==> config.mk <==
export PLATFORM = sky130hd
export DESIGN_NAME = adc_dual_sampler
export DESIGN_NICKNAME = d
export VERILOG_FILES = /design/src/rtl/adc_dual_sampler.sv
export SDC_FILE = /design/constraint.sdc
export NUM_CORES = 1
export LEC_CHECK = 0
export CAP_MARGIN = 20
export CORE_ASPECT_RATIO = 1.2
export CORE_MARGIN = 2
export CORE_UTILIZATION = 57
export DETAILED_ROUTE_END_ITERATION = 16
export PLACE_DENSITY_LB_ADDON = 0.2
export SLEW_MARGIN = 10
export SYNTH_ARGS = -nofsm -noshare
export SYNTH_HDL_FRONTEND = slang
export SYNTH_SLANG_ARGS = --single-unit
==> constraint.sdc <==
create_clock -name clk -period 4.84 [get_ports clk]
set_input_delay 1.21 -clock clk [delete_from_list [all_inputs] [get_ports clk]]
set_output_delay 1.21 -clock clk [all_outputs]
set_load 0.005 [all_outputs]
==> src/rtl/adc_dual_sampler.sv <==
// Controller for the LTC6912 preamp + LTC1407A dual ADC sharing one SPI clock.
// Front-end pins and status outputs are flops decoded from the previous cycle's FSM state.
module adc_dual_sampler #(
   parameter int unsigned CLK_DIV       = 2,
   parameter int unsigned SAMPLE_PERIOD = 200,
   parameter logic [7:0]  INIT_GAIN     = 8'h11
) (
   input  logic               clk,
   input  logic               rst,
   input  logic               start,
   input  logic               cont,
   input  logic [3:0]         gain_a,
   input  logic [3:0]         gain_b,
   input  logic               gain_load,
   input  logic               AMP_DOUT,
   input  logic               AD_DOUT,
   output logic               SPI_MOSI,
   output logic               SPI_SCK,
   output logic               AMP_CS,
   output logic               AD_CONV,
   output logic               AMP_SHDN,
   output logic signed [13:0] sample_a,
   output logic signed [13:0] sample_b,
   output logic               sample_valid,
   output logic               clip,
   output logic [7:0]         gain_rb,
   output logic               busy
);

   localparam int unsigned    PH_W    = $clog2(2 * CLK_DIV);
   localparam logic [PH_W-1:0] PH_LAST = PH_W'(2 * CLK_DIV - 1);
   localparam logic [PH_W-1:0] PH_HIGH = PH_W'(CLK_DIV);

   typedef enum logic [2:0] {S_GAIN, S_GAP, S_CONV, S_READ, S_DONE, S_WAIT, S_IDLE} state_t;

   state_t           state_q, state_d;
   logic [PH_W-1:0]  ph_q, ph_d;
   logic [5:0]       slot_q, slot_d;
   logic [15:0]      per_q, per_d;
   logic             start_pend_q, start_pend_d;
   logic             gain_pend_q, gain_pend_d;
   logic [7:0]       gain_word_q, gain_word_d;
   logic [7:0]       tx_q, tx_d;
   logic [7:0]       amp_rx_q, amp_rx_d;
   logic [13:0]      a_rx_q, a_rx_d, b_rx_q, b_rx_d;
   logic             mosi_q, mosi_d, sck_q, sck_d, cs_q, cs_d, conv_q, conv_d;
   logic [13:0]      sample_a_q, sample_a_d, sample_b_q, sample_b_d;
   logic             valid_q, valid_d, clip_q, clip_d, busy_q, busy_d;
   logic [7:0]       gain_rb_q, gain_rb_d;

   logic ph_end, shift_now, entering, period_done;

   assign ph_end      = (ph_q == PH_LAST);
   assign shift_now   = (ph_q == PH_HIGH);
   assign period_done = (32'(per_q) + 32'd2 >= SAMPLE_PERIOD);

   function automatic logic is_rail(input logic [13:0] v);
      return (v == 14'h1FFF) || (v == 14'h2000);
   endfunction

   // NOTE: every always_comb output gets a default first so no path can infer a latch.
   always_comb begin
      state_d = state_q;
      unique case (state_q)
         S_GAIN:  if (ph_end && slot_q == 6'd7) state_d = S_GAP;
         S_GAP:   if (ph_end) state_d = S_IDLE;
         S_IDLE:  if (gain_load || gain_pend_q) state_d = S_GAIN;
                  else if (start || start_pend_q || cont) state_d = S_CONV;
         S_CONV:  if (ph_end) state_d = S_READ;
         S_READ:  if (ph_end && slot_q == 6'd33) state_d = S_DONE;
         S_DONE:  state_d = (cont && !period_done) ? S_WAIT : S_IDLE;
         S_WAIT:  if (!cont || period_done) state_d = S_IDLE;
         default: state_d = S_IDLE;
      endcase
   end

   always_comb begin
      entering     = (state_d != state_q);
      ph_d         = (entering || ph_end) ? '0 : ph_q + PH_W'(1);
      slot_d       = entering ? 6'd0 : (ph_end ? slot_q + 6'd1 : slot_q);
      per_d        = (per_q == 16'hFFFF) ? per_q : per_q + 16'd1;
      start_pend_d = start_pend_q | start;
      gain_pend_d  = gain_pend_q | gain_load;
      gain_word_d  = gain_load ? {gain_b, gain_a} : gain_word_q;
      if (entering && state_d == S_CONV) begin
         per_d        = '0;
         start_pend_d = 1'b0;
      end
      if (entering && state_d == S_GAIN) gain_pend_d = 1'b0;

      tx_d = tx_q;
      if (entering && state_d == S_GAIN) tx_d = gain_word_d;
      else if (state_q == S_GAIN && ph_end) tx_d = {tx_q[6:0], 1'b0};

      // ADC frame: slots 2..15 carry channel A, 18..31 channel B, both MSB first.
      amp_rx_d = amp_rx_q;
      a_rx_d   = a_rx_q;
      b_rx_d   = b_rx_q;
      if (state_q == S_GAIN && shift_now) amp_rx_d = {amp_rx_q[6:0], AMP_DOUT};
      if (state_q == S_READ && shift_now) begin
         if (slot_q >= 6'd2 && slot_q <= 6'd15)  a_rx_d = {a_rx_q[12:0], AD_DOUT};
         if (slot_q >= 6'd18 && slot_q <= 6'd31) b_rx_d = {b_rx_q[12:0], AD_DOUT};
      end
   end

   always_comb begin
      mosi_d     = (state_q == S_GAIN) && tx_q[7];
      sck_d      = (state_q == S_GAIN || state_q == S_READ) && (ph_q >= PH_HIGH);
      cs_d       = (state_q != S_GAIN);
      conv_d     = (state_q == S_CONV);
      busy_d     = (state_q != S_IDLE);
      valid_d    = (state_q == S_DONE);
      sample_a_d = valid_d ? a_rx_q : sample_a_q;
      sample_b_d = valid_d ? b_rx_q : sample_b_q;
      clip_d     = valid_d ? (is_rail(a_rx_q) || is_rail(b_rx_q)) : clip_q;
      gain_rb_d  = (state_q == S_GAIN && slot_q == 6'd7 && ph_end) ? amp_rx_d : gain_rb_q;
   end

   // NOTE: sequential state uses non-blocking assignments so all flops update from pre-edge values.
   always_ff @(posedge clk or posedge rst) begin
      if (rst) begin
         state_q      <= S_GAIN;
         ph_q         <= '0;
         slot_q       <= '0;
         per_q        <= '0;
         start_pend_q <= 1'b0;
         gain_pend_q  <= 1'b0;
         gain_word_q  <= INIT_GAIN;
         tx_q         <= INIT_GAIN;
         amp_rx_q     <= '0;
         a_rx_q       <= '0;
         b_rx_q       <= '0;
         mosi_q       <= 1'b0;
         sck_q        <= 1'b0;
         cs_q         <= 1'b1;
         conv_q       <= 1'b0;
         sample_a_q   <= '0;
         sample_b_q   <= '0;
         valid_q      <= 1'b0;
         clip_q       <= 1'b0;
         busy_q       <= 1'b0;
         gain_rb_q    <= '0;
      end else begin
         state_q      <= state_d;
         ph_q         <= ph_d;
         slot_q       <= slot_d;
         per_q        <= per_d;
         start_pend_q <= start_pend_d;
         gain_pend_q  <= gain_pend_d;
         gain_word_q  <= gain_word_d;
         tx_q         <= tx_d;
         amp_rx_q     <= amp_rx_d;
         a_rx_q       <= a_rx_d;
         b_rx_q       <= b_rx_d;
         mosi_q       <= mosi_d;
         sck_q        <= sck_d;
         cs_q         <= cs_d;
         conv_q       <= conv_d;
         sample_a_q   <= sample_a_d;
         sample_b_q   <= sample_b_d;
         valid_q      <= valid_d;
         clip_q       <= clip_d;
         busy_q       <= busy_d;
         gain_rb_q    <= gain_rb_d;
      end
   end

   assign SPI_MOSI     = mosi_q;
   assign SPI_SCK      = sck_q;
   assign AMP_CS       = cs_q;
   assign AD_CONV      = conv_q;
   assign AMP_SHDN     = 1'b0;
   assign sample_a     = sample_a_q;
   assign sample_b     = sample_b_q;
   assign sample_valid = valid_q;
   assign clip         = clip_q;
   assign gain_rb      = gain_rb_q;
   assign busy         = busy_q;

endmodule

==> results of run 1 <==
-- critical path, cell delays in order --
cell	delay, ns
clkdlybuf4s50_1	0.66
o21ai_0	0.35
nor2_1	0.08
o21ai_0	0.26
o221ai_1	0.16
o21ai_0	0.12
nand3_2	0.21
a211oi_2	0.23
-- path summary, 6_finish.rpt --
| path | to | slack (ns) | startpoint |
|---|---|---|---|
| max reg2reg | gain_rb[0]$_DFFE_PP0P_ | 2.31 | ph_q[1]$_DFF_PP0_ |
| min | ph_q[0]$_DFF_PP0_ | 0.47 | ph_q[0]$_DFF_PP0_ |
| min reg2reg | ph_q[0]$_DFF_PP0_ | 0.47 | ph_q[0]$_DFF_PP0_ |
| max | slot_q[1]$_DFFE_PP0P_ | 1.89 | gain_load |
| min in group asynchronous | sample_a[13]$_DFFE_PP0P_ | 1.35 | rst |
| max in group asynchronous | AMP_CS$_DFF_PP1_ | 2.64 | rst |
-- cell type report --
type                       count  area (um^2)  area share
clock inverter                 6        107.6     0.01579
tap                          123        153.9     0.02258
inverter                      12        47.55    0.006976
sequential                   124         3109      0.4562
clock buffer                  26        499.2     0.07325
timing repair buffer          60        605.6     0.08886
multi-input combinational    300         2292      0.3363
-- metal layers --
| metal | vias up | GRT usage |
|---|---|---|
| met5 | - | 0 |
| met4 | 0 | 0.08502 |
| met2 | 76 | 0.3390 |
| met1 | 1858 | 0.2691 |
| li1 | 1778 | - |
| met3 | 10 | 0.06458 |
-- flip-flops by register name (all words and copies together), names as in the netlist, 8 cells and up --
name	count
per_q	16
a_rx_q	14
b_rx_q	14
sample_a	14
sample_b	14
amp_rx_q	8
gain_rb	8
gain_word_q	8
tx_q	8
-- cell families (layout without fill, tap and decap cells) --
family | count (synthesis) | after routing
fa+ha+maj | 8 | 8
xor+xnor | 16 | 16
simple gates | 132 | 132
flops | 124 | 124
mux | 85 | 85
compound gates | 58 | 58
buf+inv | 36 | 104
other cells | 1 | 1
-- through the flow --
stage / util / power (uW)
2_1_floorplan: - / 1881
3_3_place_gp: 0.6491 / 2045
3_5_place_dp: 0.6491 / 2077
4_1_cts: 0.7126 / 3384
5_1_grt: 0.7126 / 3534
6_report: 0.7126 / 3358
-- synthesized netlist by cell type, types with 2 or more instances --
cell type	instances	area share
dfrtp_1	119	0.53
mux2_2	80	0.16
nor2_1	33	0.022
nand2_1	27	0.018
o21ai_0	15	0.013
nand3_1	13	0.012
inv_1	12	0.0080
nand4_1	12	0.013
clkbuf_1	11	0.0073
nor3_1	10	0.0089
nor4_1	9	0.010
a31oi_1	8	0.0089
ha_1	8	0.018
xnor2_1	8	0.012
xor2_1	8	0.012
a21oi_1	7	0.0062
dfstp_2	5	0.023
mux2i_1	5	0.0089
or3_1	5	0.0056
o22ai_1	4	0.0044
a211oi_1	3	0.0040
a22oi_1	3	0.0040
and2_1	3	0.0033
clkbuf_8	3	0.0073
nor4b_1	3	0.0047
a211o_1	2	0.0031
a21boi_0	2	0.0027
a22o_1	2	0.0031
and3_2	2	0.0027
and4_1	2	0.0031
buf_1	2	0.0013
buf_4	2	0.0027
bufbuf_16	2	0.012
clkbuf_2	2	0.0018
nand4b_1	2	0.0031
o2111ai_1	2	0.0031
o31ai_1	2	0.0027
or4_1	2	0.0027
-- power breakdown --
| group | total [uW] | switching [uW] | internal, uW | leakage (uW) |
|---|---|---|---|---|
| sequential | 1400 | 183 | 1220 | 0.00161 |
| combinational | 670 | 331 | 339 | 0.00111 |
| clock | 1290 | 427 | 863 | 0.000295 |
| total | 3360 | 941 | 2420 | 0.00301 |
==> out/results.ini, run 1 <==
[status]
status=complete, no violations

[sta]
whs_ns=0.4691
max_freq_mhz=338.8
setup_ws_ns=1.888
setup_viol=0
setup_tns_ns=0
finClkSkew_ns=0.006610
final_max_slew_viol_count=0
tightest_slew_ns=0.9449
final_hold_viol_count=0
slew_headroom=0.3612
post-route-period-util=0.6099
min_period_ns=2.952
rsz0062_at_grt=false

[cts]
clock_path_buffers=2
postCtsHoldBufs=0
postCtsSetupBuffers=0
cts_buffers=17
cts.sinks=124
cts_resized=0
htreeDepth=4
cts_tree=built
path_clk_slew_ns=0.05
root_buffer=clkbuf_16
insertion_delay_ns=0.41

[worst_hold_path]
hold_path_depth=1
holdCritPathClass=reg2reg

[drt]
wl_met1_um=4497
drt-wirelength-per-cell_um=15.83
via_count=3722
drtIter0Drc=155
wl_met2_um=5169
highest_layer=met4
dr.pass1.iters=4
drc=0
drtAntennaViolNets=0
wl_met3_um=478
finalWirelength_um=10310
viasPerCell=5.717

[logic_synthesis]
synth_top_family_by_area=multiplexers
syn-num-nets=483
synth-adder-area-share=0.01777
syn_avg_cell_area_um2=12.25
ys.flop_type=dfrtp_1
syn_inst=460
yosysSeqAreaShare=0.5519
synth-compound-area-share=0.07040
synth_warnings=0
netlist_area_um2=5634
synth_edf_count=0
yosys.area_share.simple=0.1228
synthArstFlopShare=1.000
synthXorXnorAreaFrac=0.02487
ys_ff_latch=124
synthDistinctLibCells=58
muxShareOfSynthArea=0.1688

[floorplanning]
ios=59
core_um2=9564
die_x_um=94.76
die_h_um=112.9
std_cell_rows=39
initial_core_util=0.5891
die_area_um2=10700

[grt]
grt_pass1_wl_um=17640
grt_max_degree=76
grt_remaining_overflow=0
grt_pass1_vias=3775
grtUsageTotal=0.2117
antenna_found_initial=0

[place]
dp_cells=619
gp_congestion=0.8662
dp_hpwl_um=6703
dp_slack_ns=1.478
place_area_um2=6208
numPortBuffers=57

[worst_setup_path]
crit_type=in2reg
reg2regPathDepth=5
cp-end-kind=flip-flop
critPathMaxFanout=11
crit_path_start_kind=primary input
critPathRequiredTime_ns=5.16
crit_arrival_ns=3.27

[final_layout]
area_growth_pct=20.96
final_cell_mix=119 x dfrtp_1, 80 x mux2_2, 57 x clkdlybuf4s50_1, 32 x nor2_1, 27 x nand2_1
instances_no_fill=651
drive_gt1_frac=0.2462
n_antenna_cell=0
layout_commonest_cell=dfrtp_1
design_area_um2=6815
layout.nets=538
fill_cells=663

[flow_run]
cap_violations=0

[pwr]
p_per_area_nw_per_um2=492.8
p_leak_uw=0.003007
irDropWorstVdd_v=0.0002782

(Power assumes the default switching activity.)
==> run 2: changes to the inputs <==
- CORE_UTILIZATION: 57 -> 51
- clock period: 4.84 -> 2.4 ns (I/O delays scaled with it)
==> run 2 against run 1 <==
  * Worst setup slack lost 1.8 ns
  * Non-clock buffer count increased by 18
  * Flip-flop and latch count stayed put
  * Sequential power is 96% higher
  * Combinational power rose by 130%
  * Via count grew 0.75%
  * Sequential share of layout area decreased by 1.4 points
  * Worst hold slack gained 0.013 ns
  * Critical path type is now reg2reg
  * Critical endpoint unchanged
==> out/results.ini, run 2 (synthesized netlist as in run 1, its figures left out) <==
[floorplanning]
die_x_um=99.95  ; was 94.76 um
ios=59  ; unchanged
die_area_um2=11910  ; was 10700 um^2
initial_core_util=0.5179  ; was 0.5891
core_um2=10880  ; was 9564 um^2
std_cell_rows=42  ; was 39
die_h_um=119.1  ; was 112.9 um

[cts]
cts.sinks=124  ; unchanged
path_clk_slew_ns=0.05  ; about the same
root_buffer=clkbuf_16  ; unchanged
postCtsHoldBufs=0  ; unchanged
cts_resized=0  ; unchanged
insertion_delay_ns=0.40  ; was 0.41 ns
clock_path_buffers=2  ; unchanged
cts_buffers=17  ; unchanged
htreeDepth=4  ; unchanged
cts_tree=built  ; unchanged
postCtsSetupBuffers=0  ; unchanged

[grt]
grt_max_degree=74  ; was 76
grtUsageTotal=0.1944  ; was 0.2117
grt_pass1_wl_um=18600  ; was 17640 um
antenna_found_initial=0  ; unchanged
grt_remaining_overflow=0  ; unchanged
grt_pass1_vias=3929  ; was 3775

[status]
status=complete, no violations  ; unchanged

[drt]
finalWirelength_um=10800  ; was 10310 um
drtAntennaViolNets=0  ; unchanged
dr.pass1.iters=4  ; unchanged
drt-wirelength-per-cell_um=15.96  ; was 15.83 um
drtIter0Drc=139  ; was 155
drc=0  ; unchanged
via_count=3750  ; was 3722
viasPerCell=5.539  ; was 5.717

[pwr]
irDropWorstVdd_v=0.0005214  ; was 0.0002782 V
finalPower_uw=6980  ; was 3358 uW
p_leak_uw=0.003112  ; was 0.003007 uW
p_per_area_nw_per_um2=992.8  ; was 492.8 nW/um^2

[final_layout]
fill_cells=841  ; was 663
layout_commonest_cell=dfrtp_1  ; unchanged
top_register=per_q  ; unchanged
layout.nets=556  ; was 538
n_antenna_cell=0  ; unchanged
largest_reg_flops=16  ; unchanged
drive_gt1_frac=0.2789  ; was 0.2462
area_growth_pct=24.78  ; was 20.96%
multi_input_area_um2=2307  ; was 2292 um^2
seq_area_um2=3109  ; unchanged
fin_util=0.6463  ; was 0.7126
final_cell_mix=119 x dfrtp_1, 80 x mux2_2, 57 x clkdlybuf4s50_1, 32 x nor2_1, 27 x nand2_1  ; unchanged

[worst_hold_path]
hold_path_depth=1  ; unchanged
holdCritPathClass=reg2reg  ; unchanged

[place]
numPortBuffers=57  ; unchanged
dp_hpwl_um=7242  ; was 6703 um
gp_congestion=0.8833  ; was 0.8662

[sta]
final_hold_viol_count=0  ; unchanged
slew_headroom=0.6020  ; was 0.3612
post-route-period-util=0.9588
final_max_slew_viol_count=0  ; unchanged
rsz0062_at_grt=false  ; unchanged
finClkSkew_ns=0.007141  ; was 0.006610 ns
min_period_ns=2.301
setup_viol=0  ; unchanged
tightest_slew_ns=0.5970  ; was 0.9449 ns
max_freq_mhz=434.6

[worst_setup_path]
crit_arrival_ns=2.61  ; was 3.27 ns
critPathRequiredTime_ns=2.71  ; was 5.16 ns
reg2regPathDepth=7  ; was 5
critPathMaxFanout=8  ; was 11
crit_path_start_kind=flip-flop  ; was primary input
cp-end-kind=flip-flop  ; unchanged
crit_type=reg2reg  ; was in2reg

[flow_run]
cap_violations=0  ; unchanged

==> run 2: metal layers <==
| layer | wire, um | vias up | GRT usage |
|---|---|---|---|
| li1 | - | 1809 | - |
| met1 | 4786 | 1874 | 0.2455 |
| met2 | 5525 | 55 | 0.3231 |
| met3 | 341 | 12 | 0.05282 |
| met4 | 149 | 0 | 0.06592 |
| met5 | 0 | - | 0 |
==> run 2: through the flow <==
stage / area (um^2) / std cells / setup WS [ns] / hold slack (ns) / TNS (ns)
finish: 7030 / 677 / 0.09877 / 0.4824 / 0
global route: 7030 / 677 / 0.02281 / 0.4958 / 0
CTS: 7015 / 677 / 0.03034 / 0.4793 / 0
detailed placement: 6381 / 646 / -0.01512 / 0.4724 / -0.01512
global placement: 6381 / 646 / 0.02847 / 0.4591 / 0
floorplan: 5638 / 460 / 0.2343 / 0.4428 / 0
==> run 2: critical path, stage by stage, from the launching register on <==
cell	delay, ns
dfrtp_1	0.38
and3_4	0.19
a211o_1	0.32
a2111oi_4	0.40
o22ai_1	0.16
o31ai_2	0.29
nand3_2	0.21
a211oi_2	0.25
==> run 2: final cells by class <==
type | count | share of cell area
clock inverter | 10 | 0.02331
multi-input combinational | 300 | 0.3282
inverter | 12 | 0.006941
tap | 132 | 0.02349
clock buffer | 21 | 0.06692
sequential | 124 | 0.4422
timing repair buffer | 78 | 0.1089
==> run 2: report_power, final <==
group          switching (uW)  internal [uW]
Clock                     886           1820
Combinational             762            764
Sequential                301           2450
==> run 2: path summary, 6_finish.rpt <==
path / startpoint / endpoint / slack (ns)
setup / recovery: per_q[9]$_DFFE_PP0P_ / slot_q[1]$_DFFE_PP0P_ / 0.1
hold / removal: ph_q[0]$_DFF_PP0_ / ph_q[0]$_DFF_PP0_ / 0.48
setup reg to reg: per_q[9]$_DFFE_PP0P_ / slot_q[1]$_DFFE_PP0P_ / 0.1
hold reg to reg: ph_q[0]$_DFF_PP0_ / ph_q[0]$_DFF_PP0_ / 0.48
max in group asynchronous: rst / AMP_CS$_DFF_PP1_ / 1.35
min in group asynchronous: rst / sample_a[10]$_DFFE_PP0P_ / 0.65
